### config.mk
export PLATFORM = sky130hd
export DESIGN_NAME = uart_rx_fifo
export DESIGN_NICKNAME = d
export VERILOG_FILES = /design/src/rtl/uart_rx_fifo.sv
export SDC_FILE = /design/constraint.sdc
export NUM_CORES = 1
export LEC_CHECK = 0
export BUFFER_PORTS_ARGS = -buffer_cell sky130_fd_sc_hd__buf_2
export CORE_MARGIN = 2
export CORE_UTILIZATION = 32
export DETAILED_ROUTE_END_ITERATION = 8
export GPL_ROUTABILITY_DRIVEN = 0
export SETUP_SLACK_MARGIN = 0.2
export SKIP_CTS_REPAIR_TIMING = 1
export SYNTH_ARGS = -nofsm -noshare
export SYNTH_HDL_FRONTEND = slang
export SYNTH_SLANG_ARGS = --single-unit
### constraint.sdc
create_clock -name CLOCK_50 -period 2.61 [get_ports CLOCK_50]
set_input_delay 0.261 -clock CLOCK_50 [delete_from_list [all_inputs] [get_ports CLOCK_50]]
set_output_delay 0.261 -clock CLOCK_50 [all_outputs]
set_load 0.05 [all_outputs]
### src/rtl/uart_rx_fifo.sv
// Byte FIFO behind the UART receiver: show-ahead read port, level flags,
// sticky overflow and a saturating dropped-byte counter.
module uart_rx_fifo #(
   parameter int DEPTH       = 16,
   parameter int ADDR_W      = 4,
   parameter int AFULL_LEVEL = 12,
   parameter int DATA_W      = 8
) (
   input  logic              CLOCK_50,
   input  logic              RESET,
   input  logic [DATA_W-1:0] RX_DATA,
   input  logic              RX_DONE,
   input  logic              RD_EN,
   input  logic              CLEAR,
   output logic [DATA_W-1:0] RD_DATA,
   output logic              EMPTY,
   output logic              FULL,
   output logic              ALMOST_FULL,
   output logic [ADDR_W:0]   COUNT,
   output logic              OVERFLOW,
   output logic [7:0]        DROP_COUNT
);

   localparam logic [ADDR_W:0] DEPTH_C = (ADDR_W + 1)'(DEPTH);
   localparam logic [ADDR_W:0] AFULL_C = (ADDR_W + 1)'(AFULL_LEVEL);

   logic [DATA_W-1:0] mem [DEPTH];
   logic [ADDR_W-1:0] wr_ptr;
   logic [ADDR_W-1:0] rd_ptr;
   logic [ADDR_W:0]   count;
   logic              overflow;
   logic [7:0]        drop_count;
   logic              wr;
   logic              rd;
   logic              drop;

   function automatic logic [7:0] sat_inc(input logic [7:0] v);
      return (v == 8'hFF) ? v : v + 8'd1;
   endfunction

   // CLEAR suppresses every other action in its cycle, including drop counting.
   always_comb begin
      wr   = RX_DONE & (~FULL | RD_EN) & ~CLEAR;
      rd   = RD_EN & ~EMPTY & ~CLEAR;
      drop = RX_DONE & FULL & ~RD_EN & ~CLEAR;
   end

   always_ff @(posedge CLOCK_50) begin
      if (wr && !RESET)
         mem[wr_ptr] <= RX_DATA;
   end

   always_ff @(posedge CLOCK_50 or posedge RESET) begin
      if (RESET) begin
         wr_ptr     <= '0;
         rd_ptr     <= '0;
         count      <= '0;
         overflow   <= 1'b0;
         drop_count <= 8'h00;
      end else if (CLEAR) begin
         wr_ptr     <= '0;
         rd_ptr     <= '0;
         count      <= '0;
         overflow   <= 1'b0;
         drop_count <= 8'h00;
      end else begin
         if (wr)
            wr_ptr <= wr_ptr + 1'b1;
         if (rd)
            rd_ptr <= rd_ptr + 1'b1;
         case ({wr, rd})
            2'b10:   count <= count + 1'b1;
            2'b01:   count <= count - 1'b1;
            default: count <= count;
         endcase
         if (drop) begin
            overflow   <= 1'b1;
            drop_count <= sat_inc(drop_count);
         end
      end
   end

   always_comb begin
      EMPTY       = (count == '0);
      FULL        = (count == DEPTH_C);
      ALMOST_FULL = (count >= AFULL_C);
      COUNT       = count;
      OVERFLOW    = overflow;
      DROP_COUNT  = drop_count;
      RD_DATA     = EMPTY ? '0 : mem[rd_ptr];
   end

endmodule
=== Word level (Yosys, flattened, before mapping) ===
Memories as Yosys holds them, arrays and structs flattened.
Index checks and enable logic that the tools add are counted.

* Register bits: 22
* RAM bits: 128
* Output and inout port bits: 25
* Memories: 1
* Bits of input ports: 13
* Word-level logic and storage cells: 51

* Add/sub/neg operators: 5
* Muxes and demuxes: 14
* Magnitude comparators: 1
* Bitwise logic cells: 12
* Reductions and logical operators: 8
* Equal/unequal tests: 5

{| class="wikitable"
|+ Memories
! name !! depth !! bits a word !! read ports !! clocked after Yosys merged registers in !! write ports !! line !! source
|-
| mem || 16 || 8 || 1 || 0 || 1 || 27 || <nowiki>logic [DATA_W-1:0] mem [DEPTH];</nowiki>
|}

{| class="wikitable"
|+ Operator list
! cell !! number
|-
| 8-bit 2-to-1 mux || 4
|-
| 4-bit 2-to-1 mux || 4
|-
| 5-bit one-hot mux with 2 select lines || 1
|-
| 4-bit by 1-bit adder with 4-bit output (second input constant) || 2
|-
| 8-bit by 1-bit adder with 8-bit output (second input constant) || 1
|-
| 8-bit == test (second input constant) || 1
|-
| 1-bit bitwise AND || 7
|-
| 2-bit nonzero test || 3
|-
| 5-bit by 1-bit adder with 5-bit output (second input constant) || 1
|-
| 5-bit == test (second input constant) || 1
|-
| 5-bit by 4-bit greater-or-equal comparator with 1-bit output (second input constant) || 1
|-
| 5-bit logical NOT || 1
|-
| 5-bit 2-to-1 mux || 1
|-
| 5-bit by 1-bit subtractor with 5-bit output (second input constant) || 1
|-
| 1-bit 2-to-1 mux || 4
|-
| 1-bit NOT || 4
|-
| 3-bit nonzero test || 1
|-
| 2-bit by 1-bit == test with 1-bit output (second input constant) || 1
|-
| 2-bit == test (second input constant) || 1
|-
| 2-bit inequality test (second input constant) || 1
|-
| 2-bit AND reduction || 1
|-
| 1-bit logical AND || 1
|-
| 1-bit logical NOT || 1
|-
| 1-bit OR || 1
|}

=== Longest topological paths before layout ===
* Depth in word-level cells: 8
* Mapped depth: 11
* Depth with buffers taken out: 10

=== Worst setup path after synthesis ===
No wires, ideal clock.

* Kind: register to register
* Start: reg count[1], in the netlist COUNT[1]
* End: reg count[4], in the netlist COUNT[4]
* Data arrival time: 2.842 ns
* Clock period less this slack: 2.946 ns
* Slack: -0.336 ns
* Buffers on the path: 1
* Data required time: 2.506 ns
* Stages on the path, launching flop included: 12
* Path through: dfrtp_1 buf_6 nor4_4 nand2_1 inv_1 nor3_1 xor2_1 ha_1 o31a_1 o211ai_1 nand3b_1 a221oi_1

* Elaborated cells on any way between the ends: 16
* Classes of those cells: 2 x add/sub; 3 x eq/ne; 2 x mux; 7 x bitwise; 2 x reduce/logical

{| class="wikitable"
|+ RTL lines
! what !! line !! source
|-
| start, declared || 30 || <nowiki>logic [ADDR_W:0] count;</nowiki>
|-
| start signal, assigned || 72 || <nowiki>2'b10: count <= count + 1'b1;</nowiki>
|-
| start signal, assigned || 73 || <nowiki>2'b01: count <= count - 1'b1;</nowiki>
|-
| start signal, assigned || 74 || <nowiki>default: count <= count;</nowiki>
|-
| 5-bit logical NOT * || 84 || <nowiki>EMPTY = (count == '0);</nowiki>
|-
| named net EMPTY || 16 || <nowiki>output logic EMPTY,</nowiki>
|-
| 1-bit NOT * || 44 || <nowiki>rd = RD_EN & ~EMPTY & ~CLEAR;</nowiki>
|-
| 1-bit bitwise AND * (2 in series) || 44 ||
|-
| 2-bit by 1-bit == test with 1-bit output or 2-bit == test (tied branches) || 71 || <nowiki>case ({wr, rd})</nowiki>
|-
| 5-bit one-hot mux with 2 select lines || 71 ||
|-
| 5-bit 2-to-1 mux || 60 || <nowiki>end else if (CLEAR) begin</nowiki>
|}

Mark *: on every way through the listed nets, which the timed path passes. The rest lies on a longest branch.
A chain may end at the register's enable or synchronous reset.

=== Worst setup path in the final report ===
* Start: reg rd_ptr[0]
* End: out RD_DATA[6]

* Cells in the longest elaborated chain, start to end: 2

{| class="wikitable"
|+ Ends and longest elaborated chain
! what !! line !! source
|-
| start, declared || 29 || <nowiki>logic [ADDR_W-1:0] rd_ptr;</nowiki>
|-
| start signal, assigned || 70 || <nowiki>rd_ptr <= rd_ptr + 1'b1;</nowiki>
|-
| memory read 16 x 8 bit || n/a ||
|-
| 8-bit 2-to-1 mux || 90 || <nowiki>RD_DATA = EMPTY ? '0 : mem[rd_ptr];</nowiki>
|-
| end, declared || 15 || <nowiki>output logic [DATA_W-1:0] RD_DATA,</nowiki>
|}

Every way passes these cells.

==> summary.md <==
| Metric | Value |
|---|---|
| Post-Route Utilization | 0.393 |
| Antenna violations before repair | 0 |
| Worst-margin pin slew | 0.874 ns |
| Mux cell area share after synthesis | 0.140 |
| Yosys reg bits | 150 |
| Mapped Avg Cell Area | 17.2 sq um |
| DRT Wirelength | 13800 um |
| Largest family of logic cells by synthesized area | multiplexers |
| Vias in the first global route | 3597 |
| Area growth from synthesis to layout | 20.2% |
| H-Tree Depth | 4 |
| Outcome | completed |
| Final std cells w/o fill | 707 |
| CP max FO | 5 |
| Hpwl dp | 9040 um |
| GR Overflow Total | 0 |
| Kind of critical path | reg -> out |
| Clock sink count | 150 |
| Deepest clock path buffer count | 2 |
| Initial core utilization | 0.327 |
| Worst-path clk slew | 0.06 ns |
| DR DRC count | 0 |
| Max Fclk | 0.410 GHz |
| Fin. Hold Viols | 0 |
| Worst skew pair latency | 0.41 ns |
| Worst Skew | 0.00887 ns |
| Dpl ws | 0.238 ns |
| IO Pins | 38 |
| Placed cells | 661 |
| Via density | 5.01 |
| First-pass GRT wire length | 21500 um |
| Post-synth EDFFs | 128 |
| Sequential share of power | 0.410 |
| Critical Path RT | 2.35 ns |
| Core Rows | 51 |
| Startpoint types | register |
| WL/cell | 19.6 um |
| Endpoints failing setup | 0 |
| DR pass1 iterations | 4 |
| Tot GR Track Use | 0.134 |
| Die area | 21200 sq um |
| TritonCTS Buffers | 17 |
| Syn Std Cell Area | 6410 sq um |
| Clock power frac | 0.336 |
| Compound-Gate Fraction of Synth Area | 0.0539 |
| Clock Root Buffer | clkbuf_16 |
| Internal power | 0.00468 W |
| Relative slew slack | 0.417 |
| Share of layout cells above drive strength 1 | 0.337 |
| Max rail drop VDD | 0.445 mV |
| Routed Antenna Nets | 0 |
| Tmin final | 2.44 ns |
| CTS tree | done |
| Largest net degree at the start of global routing | 33 |
| RSZ-0062 raised after global routing | yes |
| Hold Crit Class | in -> async |
| Leakage power | 2.60 nW |
| Worst setup margin | 0.170 ns |
| Max-Cap Viols | 0 |
| Sw Share | 0.294 |
| Power Density | 859 nW/um^2 |
| Synth warn | 0 |
| Ys flop type | edfxtp_1 |
| Area share of fa/ha/maj cells after synthesis | 0.0156 |
| ANT cells | 0 |
| Gate power share | 0.253 |
| CP arrival | 2.18 ns |
| Post-synth ARST share | 0.147 |
| Synthesized net count | 394 |
| Mapped Cells | 373 |
| Kind of end point of the critical path | primary output |
| Die width | 146 um |
| Final nets | 450 |
| CORE AREA | 19600 sq um |
| Max-slew violations | 0 |
| Overall power | 0.00663 W |
| Post-Synth XOR/XNOR Area | 0.0123 |
| Initial DRC count | 183 |
| Synth Area in Simple Gates | 0.0704 |
| Period utilization | 0.935 |
| Via count | 3545 |
| Psw | 0.00194 W |
| Sequential share of the synthesized area | 0.685 |
| I/O Buffers | 37 |
| Hold_ws | 0.0391 ns |
| Die Span Y | 146 um |
| Unique masters post-synth | 51 |
==> area by class of cell <==
class                           count  area, sq um
Clock buffer                       19          433
Fill cell                        1825        11900
Multi-Input combinational cell    193         1950
Timing Repair Buffer               58          448
Sequential cell                   150         4400
Tap cell                          265          332
Clock inverter                     13          105
Inverter                            9         37.5
==> path summary, 6_finish.rpt <==
kind | from | to | slack [ns] | cells after the start
min in group CLOCK_50 | RD_EN | rd_ptr[1] | 0.23 | 3
min | RESET | DROP_COUNT[6] | 0.04 | 2
min reg2reg | OVERFLOW | OVERFLOW | 0.50 | 2
max | rd_ptr[0] | RD_DATA[6] | 0.17 | 6
max in group asynchronous | RESET | rd_ptr[0] | 1.93 | 2
max reg2reg | COUNT[3] | COUNT[2] | 0.38 | 10
==> routing by layer <==
metal  part of all wire  global-route usage  vias to the layer above
met3              0.053              0.0404                        4
met4             0.0036              0.0309                        0
met2               0.49               0.213                      101
li1                   -                   -                     1604
met1               0.46               0.183                     1836
met5                  0                   0                        -
==> flip-flops by register name, indices dropped and copies added (netlist names) <==
| signal | count |
|---|---|
| COUNT | 5 |
| DROP_COUNT | 8 |
| OVERFLOW | 1 |
| mem | 128 |
| rd_ptr | 4 |
| wr_ptr | 4 |
==> cell usage after synthesis (2+ instances only) <==
cell type	instances	area [sq um]
nor3_1	5	25.0
clkbuf_1	9	33.8
xnor2_1	3	26.3
nand3_1	6	30.0
o31ai_1	4	30.0
a21oi_1	11	55.1
buf_2	8	40.0
or2_2	2	12.5
mux2i_1	18	180
and2_1	16	100
o211ai_1	6	45.0
inv_1	9	33.8
nor2_1	14	52.6
nand2b_1	3	18.8
o21ai_0	6	30.0
a211oi_1	4	30.0
buf_6	2	22.5
o22ai_1	8	50.1
or4_1	4	30.0
or3_1	2	12.5
ha_1	8	100
dfrtp_1	22	551
and3_1	2	12.5
xor2_1	6	52.6
mux4_2	32	721
edfxtp_1	128	3840
nor4b_1	4	35.0
nand2_1	8	30.0
==> power by group through the flow <==
stage	Combinational, W	Clock [W]	Sequential, W
2_1_floorplan	0.00102	0	0.00279
3_3_place_gp	0.00137	0	0.00280
3_5_place_dp	0.00138	0	0.00281
4_1_cts	0.00139	0.00227	0.00276
5_1_grt	0.00178	0.00238	0.00272
6_report	0.00168	0.00223	0.00272
==> kinds of logic (layout without fill, tap and decap cells) <==
kind of cell	Yosys count	count (layout)
AO/OA/AOI/OAI	50	50
XOR/XNOR	9	9
adder cells (fa/ha/maj)	8	8
buffers and inverters	30	99
flip-flops	150	150
multiplexers	50	50
AND/OR/NAND/NOR	76	76
==> layout by cell type, fill, tap and decap left out, drive strengths merged, types with 4 or more instances in the layout <==
cell and n:
nand3 6, o211ai 7, buf 57, o31ai 4, mux4 32, nand2 8, clkinv 7, nor4b 4
ha 8, mux2i 18, o21ai 7, edfxtp 128, and2 16, a21oi 11, dfrtp 22, o22ai 8
or4 4, nor2 14, xor2 6, a211oi 5, inv 11, clkbuf 20, nor3 5
==> stage by stage <==
step,TNS [ns],instance area (sq um)
2_1_floorplan,0,6440
3_3_place_gp,0,6940
3_5_place_dp,0,6940
4_1_cts,-0.675,7480
5_1_grt,0,7710
6_report,0,7710
==> worst max-delay path, stage by stage (launching register included) <==
cell,delay (ns)
dfrtp_4,0.48
buf_4,0.17
buf_4,0.13
mux4_2,0.46
mux2i_1,0.19
o22ai_1,0.11
buf_2,0.23
Power figures use the tool's default switching activity.
